### src/rtl/seg7_pkg.sv
// Shared 7-segment definitions: active-low segment codes (bit6=a .. bit0=g),
// the blank pattern, and the scan-reader FSM state encoding.
package seg7_pkg;

    localparam logic [6:0] SEG_BLANK = 7'b111_1111;

    localparam logic [6:0] SEG_CODE [0:15] = '{
        7'b000_0001,  // 0
        7'b100_1111,  // 1
        7'b001_0010,  // 2
        7'b000_0110,  // 3
        7'b100_1100,  // 4
        7'b010_0100,  // 5
        7'b010_0000,  // 6
        7'b000_1111,  // 7
        7'b000_0000,  // 8
        7'b000_0100,  // 9
        7'b000_1000,  // A
        7'b110_0000,  // b
        7'b011_0001,  // C
        7'b100_0010,  // d
        7'b011_0000,  // E
        7'b011_1000   // F
    };

    typedef enum logic [1:0] {
        ST_IDLE   = 2'd0,
        ST_SETTLE = 2'd1,
        ST_HELD   = 2'd2
    } scan_state_t;

endpackage

### src/rtl/seg7_pattern_decode.sv
// Combinational reverse lookup of an active-low segment pattern to a hex nibble.
// Anything outside the 16 codes (including blank) is reported as not legal.
module seg7_pattern_decode
    import seg7_pkg::*;
(
    input  logic [6:0] seg,
    output logic       legal,
    output logic [3:0] nibble
);

    logic [15:0] hit;

    genvar gi;
    generate
        for (gi = 0; gi < 16; gi++) begin : g_match
            assign hit[gi] = (seg == SEG_CODE[gi]);
        end
    endgenerate

    // Codes are unique, so at most one hit bit is set
    always_comb begin
        legal  = |hit;
        nibble = 4'd0;
        for (int i = 0; i < 16; i++) begin
            if (hit[i]) begin
                nibble = 4'(i);
            end
        end
    end

endmodule

### src/rtl/seg7_scan_reader.sv
// Reads a scanned, active-low 7-segment display bus back into hex digits and
// assembles complete frames, with pattern-error reporting and a stale timeout.
module seg7_scan_reader
    import seg7_pkg::*;
#(
    parameter  int NDIG        = 4,
    parameter  int STABLE_CYC  = 8,
    parameter  int TIMEOUT_CYC = 65536,
    localparam int IDX_W       = (NDIG > 1) ? $clog2(NDIG) : 1
)
(
    input  logic                CLK,
    input  logic                RST,
    input  logic [6:0]          SEG_IN,
    input  logic [NDIG-1:0]     AN_IN,
    output logic [4*NDIG-1:0]   HEX_OUT,
    output logic                FRAME_VALID,
    output logic [NDIG-1:0]     DIGIT_SEEN,
    output logic                PAT_ERR,
    output logic [IDX_W-1:0]    ERR_DIGIT,
    output logic                STALE
);

    localparam int CNT_W = $clog2(STABLE_CYC + 1);
    localparam int TMO_W = $clog2(TIMEOUT_CYC + 1);
    localparam int BUS_W = NDIG + 7;

    // Two-flop synchronizer plus one-cycle history for the stability compare
    logic [BUS_W-1:0] sync1_reg, sync2_reg, prev_reg;

    always_ff @(posedge CLK) begin
        if (RST) begin
            sync1_reg <= {{NDIG{1'b1}}, SEG_BLANK};
            sync2_reg <= {{NDIG{1'b1}}, SEG_BLANK};
            prev_reg  <= {{NDIG{1'b1}}, SEG_BLANK};
        end else begin
            sync1_reg <= {AN_IN, SEG_IN};
            sync2_reg <= sync1_reg;
            prev_reg  <= sync2_reg;
        end
    end

    logic [NDIG-1:0]  an_low;
    logic [6:0]       seg;
    logic             an_valid;
    logic [IDX_W-1:0] digit_idx;

    assign an_low   = ~sync2_reg[BUS_W-1:7];
    assign seg      = sync2_reg[6:0];
    assign an_valid = (an_low != '0) && ((an_low & (an_low - NDIG'(1))) == '0);

    always_comb begin
        digit_idx = '0;
        for (int i = 0; i < NDIG; i++) begin
            if (an_low[i]) begin
                digit_idx = IDX_W'(i);
            end
        end
    end

    logic       code_legal;
    logic [3:0] code_nibble;

    seg7_pattern_decode u_decode (
        .seg    (seg),
        .legal  (code_legal),
        .nibble (code_nibble)
    );

    // Stability FSM
    scan_state_t      state_reg, state_next;
    logic [CNT_W-1:0] cnt_reg, cnt_next;
    logic             capture;
    logic             same;

    assign same = (sync2_reg == prev_reg);

    always_ff @(posedge CLK) begin
        if (RST) begin
            state_reg <= ST_IDLE;
            cnt_reg   <= '0;
        end else begin
            state_reg <= state_next;
            cnt_reg   <= cnt_next;
        end
    end

    always_comb begin
        state_next = state_reg;
        cnt_next   = cnt_reg;
        capture    = 1'b0;
        if (!an_valid) begin
            state_next = ST_IDLE;
            cnt_next   = '0;
        end else begin
            case (state_reg)
                ST_IDLE: begin
                    state_next = ST_SETTLE;
                    cnt_next   = CNT_W'(1);
                end
                ST_SETTLE: begin
                    if (!same) begin
                        cnt_next = CNT_W'(1);
                    end else if (cnt_reg == CNT_W'(STABLE_CYC - 1)) begin
                        capture    = 1'b1;
                        state_next = ST_HELD;
                        cnt_next   = CNT_W'(STABLE_CYC);
                    end else begin
                        cnt_next = cnt_reg + CNT_W'(1);
                    end
                end
                ST_HELD: begin
                    if (!same) begin
                        state_next = ST_SETTLE;
                        cnt_next   = CNT_W'(1);
                    end
                end
                default: begin
                    state_next = ST_IDLE;
                    cnt_next   = '0;
                end
            endcase
        end
    end

    // Staging, frame assembly, error reporting and timeout
    logic [3:0]        staging_reg [NDIG];
    logic [4*NDIG-1:0] staging_flat;
    logic [4*NDIG-1:0] hex_reg;
    logic [NDIG-1:0]   seen_reg;
    logic [IDX_W-1:0]  err_digit_reg;
    logic              frame_valid_reg, pat_err_reg, stale_reg, frame_pend_reg;
    logic [TMO_W-1:0]  tmo_reg;

    genvar gi;
    generate
        for (gi = 0; gi < NDIG; gi++) begin : g_flat
            assign staging_flat[4*gi +: 4] = staging_reg[gi];
        end
    endgenerate

    always_ff @(posedge CLK) begin
        if (RST) begin
            for (int i = 0; i < NDIG; i++) begin
                staging_reg[i] <= 4'd0;
            end
            hex_reg         <= '0;
            seen_reg        <= '0;
            err_digit_reg   <= '0;
            frame_valid_reg <= 1'b0;
            pat_err_reg     <= 1'b0;
            stale_reg       <= 1'b0;
            frame_pend_reg  <= 1'b0;
            tmo_reg         <= '0;
        end else begin
            frame_valid_reg <= 1'b0;
            pat_err_reg     <= 1'b0;
            frame_pend_reg  <= 1'b0;

            if (capture) begin
                tmo_reg <= '0;
            end else if (tmo_reg != TMO_W'(TIMEOUT_CYC)) begin
                tmo_reg <= tmo_reg + TMO_W'(1);
            end

            // Publish one edge after the completing capture so staging already holds the last nibble
            if (frame_pend_reg) begin
                hex_reg         <= staging_flat;
                frame_valid_reg <= 1'b1;
                seen_reg        <= '0;
                stale_reg       <= 1'b0;
            end

            if (capture) begin
                if (code_legal) begin
                    staging_reg[digit_idx] <= code_nibble;
                    seen_reg[digit_idx]    <= 1'b1;
                    if (&(seen_reg | an_low)) begin
                        frame_pend_reg <= 1'b1;
                    end
                end else begin
                    pat_err_reg         <= 1'b1;
                    err_digit_reg       <= digit_idx;
                    seen_reg[digit_idx] <= 1'b0;
                end
            end else if (tmo_reg == TMO_W'(TIMEOUT_CYC - 1)) begin
                stale_reg <= 1'b1;
                seen_reg  <= '0;
            end
        end
    end

    assign HEX_OUT     = hex_reg;
    assign FRAME_VALID = frame_valid_reg;
    assign DIGIT_SEEN  = seen_reg;
    assign PAT_ERR     = pat_err_reg;
    assign ERR_DIGIT   = err_digit_reg;
    assign STALE       = stale_reg;

endmodule
### config.mk
export PLATFORM = sky130hd
export DESIGN_NAME = seg7_scan_reader
export DESIGN_NICKNAME = d
export VERILOG_FILES = /design/src/rtl/seg7_pkg.sv /design/src/rtl/seg7_pattern_decode.sv /design/src/rtl/seg7_scan_reader.sv
export SDC_FILE = /design/constraint.sdc
export NUM_CORES = 1
export LEC_CHECK = 0
export ABC_CLOCK_PERIOD_IN_PS = 2400
export CAP_MARGIN = 20
export CORE_MARGIN = 5
export CORE_UTILIZATION = 46
export CTS_CLUSTER_DIAMETER = 150
export DETAILED_ROUTE_END_ITERATION = 6
export PLACE_DENSITY = 0.72
export SLEW_MARGIN = 20
export SYNTH_ARGS = -nofsm -noshare
export SYNTH_HDL_FRONTEND = slang
export SYNTH_SLANG_ARGS = --single-unit
### constraint.sdc
create_clock -name CLK -period 2.4 [get_ports CLK]
set_input_delay 0.48 -clock CLK [delete_from_list [all_inputs] [get_ports CLK]]
set_output_delay 0.48 -clock CLK [all_outputs]
set_load 0.005 [all_outputs]
### After elaboration in Yosys (flattened, before gate mapping)

Memories as Yosys holds them, arrays and structs flattened. A register that Yosys moved wholly into a read port is not among the register bits.
Index checks and enable logic that the tools add are counted.

* flip-flop bits (word level): 66
* bits in writable memories: 16
* memories: 1

Memory list
* staging_reg: words 4, bits a word 4, read ports 4, clocked after memory_dff 4, wr ports 4, line seg7_scan_reader.sv:127 `logic [3:0] staging_reg [NDIG];`

* $add $sub $neg: 3
* magnitude comparators: 2
* equality and inequality tests: 24
* muxes and demuxes: 52
* bitwise logic cells: 9
* reductions and logical operators: 15

Operator list (number)
* 2-to-1 mux 4 bit: 17
* equality test 7 x 6 -> 1 bit, second input constant: 5
* equality test 7 bit, second input constant: 4
* 2-to-1 mux 1 bit: 20
* adder 17 x 1 -> 17 bit, second input constant: 1
* equality test 17 x 16 -> 1 bit, second input constant: 1
* inequality test 17 bit, second input constant: 1
* 2-to-1 mux 2 bit: 8
* OR reduction 16 bit: 1
* equality test 7 x 3 -> 1 bit, second input constant: 2
* equality test 7 x 4 -> 1 bit, second input constant: 2
* 2-to-1 mux 3 bit: 4
* one-hot mux 4 bit (3 select lines): 1
* equality test 11 bit: 1
* bitwise AND 4 bit: 2
* inverter 4 bit: 2
* OR 4 bit: 2
* equality test 7 x 1 -> 1 bit, second input constant: 1
* equality test 7 x 5 -> 1 bit, second input constant: 1
* logical NOT 7 bit: 1
* inequality test 2 bit, second input constant: 3
* one-hot mux 2 bit (3 select lines): 1
* OR reduction 2 bit: 3
* adder 4 x 1 -> 4 bit, second input constant: 1
* 17 further kinds: 20

### Longest topological paths before layout

* depth after elaboration: 17
* mapped depth: 10
* mapped depth without buffers: 9

### Cells and area by module

From an unflattened synthesis, not the netlist that was laid out.

* cells, all modules: 442
* area total of the unflattened synthesis: 4244.1 sq um

By module, submodules not included
* seg7_scan_reader: instances 1, cells an instance 383, area each 3901.2 sq um, seq. area each 2122.0 sq um
* seg7_pattern_decode: instances 1, cells an instance 59, area each 342.8 sq um, seq. area each 0.0 sq um

### Least setup slack after synthesis

Ideal clock, no wire load.

* path type: register to register
* start point: reg sync2_reg[3]
* end point: mem staging_reg[0][0], enable pin
* library setup time: 0.338 ns
* arrival: 1.961 ns
* required time: 2.062 ns
* setup slack: 0.101 ns
* cell stages (with the launch flop): 8
* period minus slack after synthesis: 2.299 ns
* cells stage by stage: dfxtp_1 buf_2 nand2b_1 or4_4 a221oi_4 o21ai_2 buf_2 o21bai_1

RTL lines
* start: declaration: line seg7_scan_reader.sv:29 `logic [BUS_W-1:0] sync1_reg, sync2_reg, prev_reg;`
* start signal: assignment: line seg7_scan_reader.sv:34 `sync2_reg <= {{NDIG{1'b1}}, SEG_BLANK};`
* start signal: assignment: line seg7_scan_reader.sv:38 `sync2_reg <= sync1_reg;`
* end: declaration: line seg7_scan_reader.sv:127

==> PnR_summary.wiki <==
{| class="wikitable"
! Metric !! Value
|-
| Outcome || completed
|-
| Number of failing hold endpoints at the final stage || 0
|-
| Setup skew after layout || 12.3 ps
|-
| Clock-pin transition on the worst setup and hold timing paths || 100 ps
|-
| Delay of the slowest critical-path stage || 450 ps
|-
| Slew headroom || 0.695
|-
| Share of synthesized area occupied by flip-flops and latches || 0.505
|-
| Post-Route Hold Slack || 413 ps
|-
| Cell at the root of the clock tree || clkbuf_8
|-
| Share of cells above drive strength 1 || 0.185
|-
| Synthesis-to-finish area growth || 17.6%
|-
| # rows || 34
|-
| Per-cell via count in the routed design || 5.23
|-
| Largest fanout on the critical path || 8
|-
| Max Fclk || 0.457 GHz
|-
| TritonCTS buffer count || 9
|-
| Placed cell count || 563
|-
| Max rail drop VDD || 0.284 mV
|-
| Primary FF master, synth || dfxtp_1
|-
| Syn_area_per_cell || 9.87 sq um
|-
| Initial antenna violation count || 0
|-
| Number of levels in the clock H-tree || 3
|-
| Sum Neg Setup Slack || 0 ps
|-
| Length of the first detailed-routing pass in iterations || 4
|-
| Flip-flop count of the largest register after layout || 17
|-
| Count of unique library cells instantiated by Yosys || 56
|-
| Filler Cell Count || 750
|-
| Worst EP required || 2580 ps
|-
| Post-detailed-routing wire length || 7640 um
|-
| FF+latch count, synth || 98
|-
| Endpoints failing setup || 0
|-
| Worst-Margin Slew || 454 ps
|-
| Master of the slowest instance on the critical path || or4_4
|-
| Initial DRC Count || 145
|-
| Yosys top cell area share || 0.391
|-
| Total nets after synthesis || 443
|-
| CTS sink cnt || 98
|-
| DPL Wire Length || 5530 um
|-
| Quantity of I/O buffers inserted on ports || 37
|-
| Unrepaired setup endpoints after global routing || false
|-
| Routed WL per cell || 13.2 um
|-
| Post-synthesis cell type with the largest combined area || dfxtp_1
|-
| Power density of the placed cells || 596 nW/um^2
|-
| Pin count of the biggest net entering global routing || 34
|-
| Most frequently used cell type in the post-synthesis netlist || dfxtp_1
|-
| Overall die height || 106 um
|-
| Period utilisation layout || 0.912
|-
| Synthesis Warnings || 0
|-
| All-Layer GR Usage || 0.140
|-
| Post-cts sizing count || 0
|-
| Die span in x || 106 um
|-
| Data arrival, critical path || 2370 ps
|-
| Via count of the routed design || 3026
|-
| Clk buf depth || 2
|-
| Pins over their slew limit || 0
|-
| Cell family with the largest share of critical-path delay || simple AND/OR/NAND/NOR gates
|-
| Critical Path End Type || register
|-
| Netlist Area Pre-Place || 4200 sq um
|-
| Number of buffers inserted to repair setup after CTS || 0
|-
| P_leak || 0.00183 uW
|-
| Max-cap violations || 0
|-
| Number of synthesized flops with an enable pin || 16
|-
| Worst setup path class || register to register
|-
| Cell types with the highest counts after synthesis || dfxtp_1 (82), nor2_1 (57), or2_2 (33)
|-
| Clock latency on the worst-skew pair || 350 ps
|-
| First-pass GRT wire length || 12900 um
|-
| Remaining design rule violation count || 0
|-
| Core area || 8810 sq um
|-
| Cells along the critical path || nand2b_1 > or4_4 > a221oi_4 > o21ai_2 > buf_4 > nor3_1
|-
| Clock period minus final worst setup slack || 2190 ps
|-
| Routed Antenna Nets || 0
|-
| Remaining Overflow, GRT || 0
|-
| Cells taking the most area after synthesis || dfxtp_1 (39%), edfxtp_1 (11%), nor2_1 (5.1%)
|-
| Number of buffers added to fix hold violations after cts || 0
|-
| Inserted Diodes || 0
|-
| IO Pins || 38
|-
| Via count of the first global-routing pass || 2782
|-
| Worst path buffer plus inverter count || 1
|-
| Clock tree from TritonCTS || yes
|-
| Hold Path Class || register to register
|-
| Post-layout instance count excluding filler cells || 579
|-
| Cell count after synthesis || 426
|-
| Fraction of registers with async set or reset after synthesis || 0
|-
| CP startpoint kind || register
|-
| Routability congestion estimate || 0.834
|-
| Number of nets in the layout || 483
|-
| Die area || 11100 sq um
|-
| Effective utilization at floorplan || 0.477
|}
-- cell type report --
| cell class | instances | area [sq um] | share of cell area |
|---|---|---|---|
| Multi-Input combinational cell | 286 | 1910 | 0.386 |
| Clock inverter | 5 | 32.5 | 0.00658 |
| Clock buffer | 11 | 163 | 0.0329 |
| Inverter | 14 | 52.6 | 0.0106 |
| Tap cell | 108 | 135 | 0.0273 |
| Sequential cell | 98 | 2120 | 0.429 |
| Timing Repair Buffer | 57 | 528 | 0.107 |
-- worst register-to-register path, stage by stage, from the launching register on --
cell and delay, ps:
dfxtp_1 390, nand2b_1 210, or4_4 450, a221oi_4 370, o21ai_2 180, buf_4 190, nor3_1 230
-- per-stage QoR --
stage | util | total power, uW | setup WS [ps] | cell area, sq um
after detailed placement | 0.537 | 1970 | 147 | 4730
final | 0.561 | 2950 | 212 | 4940
after global routing | 0.561 | 3080 | 3.03 | 4940
after global placement | 0.537 | 1960 | 208 | 4730
after CTS | 0.559 | 2990 | 123 | 4920
after floorplan | - | 1900 | 101 | 4200
-- layer usage --
layer | vias to the layer above | wire length [um] | track usage
met5 | - | 0 | 0
met4 | 0 | 164 | 0.0583
met3 | 12 | 308 | 0.0391
met2 | 63 | 3540 | 0.219
met1 | 1404 | 3620 | 0.183
li1 | 1547 | - | -
-- cell usage in the layout, fill, tap and decap left out, types with 2 or more instances in the layout --
cell type	n
dfxtp_1	82
nor2_1	57
clkdlybuf4s50_1	36
or2_2	33
mux2i_1	19
buf_4	19
edfxtp_1	16
xnor2_1	15
nand2_1	15
inv_1	14
nor3_1	14
nand3_1	14
a21oi_1	11
xor2_1	10
clkbuf_8	10
nand2b_1	8
and3_1	6
nand4_1	6
o22ai_1	6
nor2b_1	5
nor4_1	5
o21bai_2	4
ha_1	4
xnor2_2	3
o21ai_1	3
a211oi_1	3
a22oi_1	3
o21ai_0	3
and4_1	2
nand4b_1	2
nor4b_1	2
or4_1	2
o21ai_2	2
o41ai_1	2
a21o_1	2
mux2_4	2
o21bai_1	2
nand3b_1	2
clkinv_2	2
-- worst paths after layout --
path	endpoint	slack [ps]	depth (start not counted)	start
worst max register to register	staging_reg[2][0]	210	6	sync2_reg[3]
worst min register to register	sync2_reg[1]	410	1	sync1_reg[1]
worst max-delay path	staging_reg[2][0]	210	6	sync2_reg[3]
worst min-delay path	sync2_reg[1]	410	1	sync1_reg[1]
-- report_power, final --
group	leakage [uW]	internal (uW)	switching (uW)
sequential	0.000830	1710	28.1
clock	0.000101	469	551
combinational	0.000903	94.3	100
total	0.00183	2270	679
-- logic make-up after synthesis --
logic type,count (synthesis),synth area share
simple gates,181,0.232
mux,23,0.0578
buf+inv,42,0.0453
compound gates,50,0.0843
flops,98,0.505
xor+xnor,28,0.0637
fa+ha+maj,4,0.0119
Power figures use the tool's default switching activity.
